<file path="config.mk">
export PLATFORM = sky130hd
export DESIGN_NAME = shift_seq_ctrl
export DESIGN_NICKNAME = d
export VERILOG_FILES = /design/src/rtl/shift_seq_ctrl.sv
export SDC_FILE = /design/constraint.sdc
export NUM_CORES = 1
export LEC_CHECK = 0
export CORE_MARGIN = 5
export CORE_UTILIZATION = 46
export DETAILED_ROUTE_END_ITERATION = 6
export GPL_ROUTABILITY_DRIVEN = 1
export GPL_TIMING_DRIVEN = 1
export PLACE_DENSITY = 0.77
export RECOVER_POWER = 25
export SYNTH_ARGS = -nofsm -noshare
export SYNTH_HDL_FRONTEND = slang
export SYNTH_SLANG_ARGS = --single-unit
</file>
<file path="constraint.sdc">
create_clock -name clk -period 1.6 [get_ports clk]
set_input_delay 0.24 -clock clk [delete_from_list [all_inputs] [get_ports clk]]
set_output_delay 0.24 -clock clk [all_outputs]
set_load 0.005 [all_outputs]
</file>
<file path="src/rtl/shift_seq_ctrl.sv">
// shift_seq_ctrl: parallel-load, LSB-first serializer with handshake, stall and done pulse
module shift_seq_ctrl #(
    parameter int WIDTH = 8,
    parameter int CNT_W = 6
) (
    input  logic             clk,
    input  logic             reset,
    input  logic             in_valid,
    output logic             in_ready,
    input  logic [WIDTH-1:0] in_data,
    input  logic             shift_en,
    output logic             ser_out,
    output logic             ser_valid,
    output logic             busy,
    output logic             done,
    output logic [CNT_W-1:0] bit_cnt
);
    typedef enum logic [1:0] {IDLE, SHIFT, DONE} state_t;
    state_t state;
    logic [WIDTH-1:0] shreg;
    always_ff @(posedge clk) begin
        if (reset) begin
            state   <= IDLE;
            shreg   <= '0;
            bit_cnt <= '0;
        end else begin
            case (state)
                IDLE: if (in_valid) begin
                    shreg   <= in_data;
                    bit_cnt <= '0;
                    state   <= SHIFT;
                end
                SHIFT: if (shift_en) begin
                    shreg   <= {1'b0, shreg[WIDTH-1:1]};
                    bit_cnt <= bit_cnt + CNT_W'(1);
                    if (bit_cnt == CNT_W'(WIDTH-1)) state <= DONE;
                end
                default: begin
                    state   <= IDLE;
                    bit_cnt <= '0;
                end
            endcase
        end
    end
    assign in_ready  = (state == IDLE);
    assign busy      = (state == SHIFT);
    assign ser_valid = (state == SHIFT) & shift_en;
    assign done      = (state == DONE);
    assign ser_out   = shreg[0];
endmodule

</file>
==> impl_summary.md <==
Status
The flow ran to the end, and the final reports show no timing, DRC or antenna violations.

Drt
For this block, the routed nets add up to 1892 microns of wire. The detailed-route DRC error count is 0. For this block, the initial DRC count from the detailed router was 9.

The detail route stage leaves a number of antenna-violating nets equal to 0. Dividing the detail-routed wire length by the instance count gives 13.71 microns. The final route contains 761 vias.

The vias per cell is 5.514. The first detailed-routing pass took 4 iterations.

Logic synthesis
The net count of the mapped netlist is 99. The per-instance average area after synthesis is 9.617 sq um. The number of different library cells used by synthesis comes to 26. The proportion of synthesized chip area in sequential cells is 0.3873. After synthesis, the largest family of logic cells by area is compound AO/OA/AOI/OAI gates. In this run the cell area of the synthesized design comes to 827.0 sq um.

In the synthesized netlist, the number of instances is 86. In this run, synthesis produced a sequential element count of 16. The xor and xnor fraction of the mapped netlist area is 0.

The yosys synthesis warning count is 0. Sorting the synthesized cells by area gives the leading types as sky130_fd_sc_hd__dfxtp_1 39%, sky130_fd_sc_hd__mux2i_1 15%, sky130_fd_sc_hd__a311oi_1 7.4%. The multiplexer share of the synthesized area is 0.1634. Of the total synthesized cell area, the portion taken by AND, OR, NAND and NOR gates is 0.1725. The largest total area in the synthesized netlist belongs to sky130_fd_sc_hd__dfxtp_1. The post-synthesis adder-cell area fraction is 0.01513. The share of Yosys cell area claimed by the top area cell type is 0.3873. The synthesized-area fraction occupied by ao, oa, aoi and oai cells is 0.1921.

Worst setup path
In this design, the largest share of critical-path delay is due to buffers and inverters. The number of cells on the critical path is 4. STA classifies the critical path endpoint as an output pin. The critical path in this run is classified as flop to output pin.

The source of the critical timing path is state[1]. Walking the worst path, the cells encountered are buf_4 -> buf_4 -> nor2_2 -> dlygate4sd2_1. The number of cells on the worst reg-to-reg path is 4. At the worst endpoint, the required time is 1.36 ns. The endpoint arrival time on the critical path is 1.30 ns.

The kind of start point of the critical path is a flop. For this design, the slowest cell found on the critical path is sky130_fd_sc_hd__dfxtp_2. The reg-to-reg startpoint is state[1]. The count of buffer and inverter cells on the critical path is 3. Of all nets on the critical path, the largest fanout is 8. The largest single stage delay on the critical path is 0.35 ns. In this run the register-to-register setup slack is 0.16 ns. Counting stages on the worst path, the most repeated cell is sky130_fd_sc_hd__buf_4.

STA
The share of the cycle needed by the critical path after routing is 0.9602. The final hold slack is 0.4909 ns. Setup violations remaining at the end of the flow were counted as 0. The final setup slack of the worst path is 0.06375 ns. Timing would allow up to 650.9 MHz.

The shortest clock period the worst path allows after layout is 1.536 ns. The number of pins exceeding their max-slew limit in the final report is 0. Setup repair after global routing left no endpoint under its margin.

The normalized max-slew margin is 0.6614. The worst-case clock skew is 0.006854 ns. The transition time at the pin with the least slew margin is 0.5078 ns. The final number of hold-violating endpoints came to 0.

Clocking
The cell at the root of the clock tree is sky130_fd_sc_hd__clkbuf_4. Clock tree synthesis inserted a total of 3 buffers. The total number of clock tree sinks is 16.

TritonCTS built the clock tree. The later pin in the worst-skew pair is clocked with a latency of 0.29 ns. The buffer depth of the longest clock path is 2. Clock-pin slew was measured on the worst setup and hold paths at 0.10 ns. The H-tree depth is 1.

In this run, post-CTS hold repair placed 0 buffers.

Cells and area
Of the cells placed in the final design, the portion with a size suffix greater than 1 is 0.1504. The number of antenna diodes in the final layout is 0. Compared with the post-synthesis result, the final layout area differs by 36.01%. After filler insertion, the fill cell instance count of the layout stands at 158. The final cell utilization of the core is 0.6514. The net count of the finished layout is 127.

The finished cells cover 1125 sq um.

Global routing
The maximum number of pins on one net before global-route repair is 19. For this run, the total global-route usage over all layers was measured as 0.1519. The via count of the first global-routing pass is 729. The initial antenna violation count is 0. The total overflow left after global routing is 0. The wire length of the first global-routing pass is 3160 microns.

Worst hold path
The worst hold path passes through 2 cells. In this run the most critical hold path is launched from shreg[7]. The path category of the worst min-delay check is flop to flop.

Die
The die is 52.40 microns wide. The initial utilization of the core area, before any placement, comes to 0.4790. The floorplan die area is 2746 sq um. The I/O pin count is 23.

The floorplan step defined a core boundary enclosing 1727 sq um. The number of cell rows is 15. The die is 52.40 microns tall.

Placement
The post-place setup slack is -0.03947 ns. Routability-driven placement finished with a final weighted congestion of 0.7831. The detailed-placement wirelength estimate is 1349 microns. The post-placement cell area is 1081 sq um. Buffers placed on the I/O ports in this run total 22.

Pwr
The share of total power dissipated in sequential elements is 0.511. Of the total power, combinational logic draws 0.175. The switching power is 0.2078 mW.

IR analysis of the VDD net gives a maximum drop of 0.0004972 V. The ratio of total power to cell area is 753.8 nW/um^2. Of the total power, the clock network draws 0.314. The total design power is 0.8479 mW.

The internal power of the cells totals 0.6401 mW. The static leakage is 0.4929 nW. Of the total power, the share spent switching nets is 0.2450.

Run
The max-cap violation count is 0.
[cell type report]
cell class                 count  area (sq um)  area share
multi-input combinational     61         451.7      0.4016
sequential                    16         322.8      0.2870
timing repair buffer          30         275.3      0.2447
clock buffer                   4         36.28     0.03226
tap                           25         31.28     0.02781
inverter                       2         7.507    0.006674
[cells in the final DEF, fill, tap and decap left out]
| cell type | n |
|---|---|
| sky130_fd_sc_hd__inv_2 | 1 |
| sky130_fd_sc_hd__o21ai_0 | 3 |
| sky130_fd_sc_hd__nand3_1 | 7 |
| sky130_fd_sc_hd__o211ai_1 | 1 |
| sky130_fd_sc_hd__and2_1 | 1 |
| sky130_fd_sc_hd__clkbuf_1 | 1 |
| sky130_fd_sc_hd__nand2b_1 | 2 |
| sky130_fd_sc_hd__and4b_1 | 1 |
| sky130_fd_sc_hd__buf_4 | 7 |
| sky130_fd_sc_hd__and3b_1 | 1 |
| sky130_fd_sc_hd__ha_1 | 1 |
| sky130_fd_sc_hd__and4_1 | 1 |
| sky130_fd_sc_hd__mux2i_1 | 12 |
| sky130_fd_sc_hd__a311oi_1 | 7 |
| sky130_fd_sc_hd__nor2_2 | 2 |
| sky130_fd_sc_hd__dfxtp_1 | 14 |
| sky130_fd_sc_hd__mux2_4 | 1 |
| sky130_fd_sc_hd__dlygate4sd2_1 | 3 |
| sky130_fd_sc_hd__a31oi_1 | 2 |
| sky130_fd_sc_hd__nand3b_1 | 4 |
| sky130_fd_sc_hd__dfxtp_2 | 2 |
| sky130_fd_sc_hd__nor2_1 | 3 |
| sky130_fd_sc_hd__a21oi_1 | 9 |
| sky130_fd_sc_hd__dlymetal6s2s_1 | 1 |
| sky130_fd_sc_hd__o2111ai_1 | 2 |
| sky130_fd_sc_hd__nor4bb_1 | 1 |
| sky130_fd_sc_hd__clkbuf_4 | 3 |
| sky130_fd_sc_hd__clkinv_1 | 1 |
| sky130_fd_sc_hd__clkbuf_8 | 1 |
| sky130_fd_sc_hd__clkdlybuf4s50_1 | 18 |
[Yosys cell counts]
| cell type | n |
|---|---|
| sky130_fd_sc_hd__dfxtp_1 | 16 |
| sky130_fd_sc_hd__and2_1 | 1 |
| sky130_fd_sc_hd__nand3b_1 | 4 |
| sky130_fd_sc_hd__nor2_2 | 1 |
| sky130_fd_sc_hd__and4_1 | 1 |
| sky130_fd_sc_hd__buf_2 | 1 |
| sky130_fd_sc_hd__mux2i_1 | 12 |
| sky130_fd_sc_hd__buf_6 | 2 |
| sky130_fd_sc_hd__clkinv_1 | 1 |
| sky130_fd_sc_hd__a21oi_1 | 9 |
| sky130_fd_sc_hd__nor2_1 | 4 |
| sky130_fd_sc_hd__buf_4 | 2 |
| sky130_fd_sc_hd__clkbuf_1 | 2 |
| sky130_fd_sc_hd__and3b_1 | 1 |
| sky130_fd_sc_hd__o211ai_1 | 1 |
| sky130_fd_sc_hd__mux2_4 | 1 |
| sky130_fd_sc_hd__nor4bb_1 | 1 |
| sky130_fd_sc_hd__and4b_1 | 1 |
| sky130_fd_sc_hd__a311oi_1 | 7 |
| sky130_fd_sc_hd__o2111ai_1 | 2 |
| sky130_fd_sc_hd__nand2b_1 | 2 |
| sky130_fd_sc_hd__nand3_1 | 7 |
| sky130_fd_sc_hd__o21ai_0 | 3 |
| sky130_fd_sc_hd__a31oi_1 | 2 |
| sky130_fd_sc_hd__inv_1 | 1 |
| sky130_fd_sc_hd__ha_1 | 1 |
[power groups by stage]
stage / logic [mW] / registers (mW) / clock network [mW]
after floorplan: 0.0914 / 0.438 / 0
after global placement: 0.148 / 0.441 / 0
after detailed placement: 0.153 / 0.442 / 0
after CTS: 0.151 / 0.433 / 0.271
after global routing: 0.163 / 0.437 / 0.295
final: 0.148 / 0.434 / 0.266
[worst paths after layout]
path / end
worst min-delay path: shreg[7]
worst max register to register: shreg[2]
worst min register to register: shreg[7]
worst max-delay path: in_ready
[registers in the layout (all words and copies together), names as in the netlist]
signal   count
shreg        8
bit_cnt      6
state        2
[per-stage QoR]
step	std cells	setup TNS [ns]
finish	138	0
global route	138	0
CTS	137	0
detailed placement	133	-0.03947
global placement	133	0
floorplan	86	0
[kinds of logic (layout without fill, tap and decap cells)]
logic type / after synthesis / after routing
flops: 16 / 16
buf+inv: 9 / 36
compound gates: 24 / 24
simple gates: 23 / 23
fa+ha+maj: 1 / 1
mux: 13 / 13
[layer usage]
layer	part of all wire	vias to the layer above	track usage
li1	-	386	-
met1	0.46	359	0.1955
met2	0.49	14	0.2603
met3	0.044	2	0.03419
met4	0.0048	0	0.02553
met5	0	-	0
[repair_timing]
| action | in CTS | in global routing |
|---|---|---|
| gates resized for setup | 6 | 2 |
| pin swaps | 0 | 0 |
| buffers inserted | 0 | 1 |
| setup endpoints to repair | 3 | 2 |
[worst min-delay path, delay by kind of cell (launching register included)]
kind | cells | cell delay, ns
flops | 1 | 0.32
compound gates | 2 | 0.13
Power figures use the tool's default switching activity.
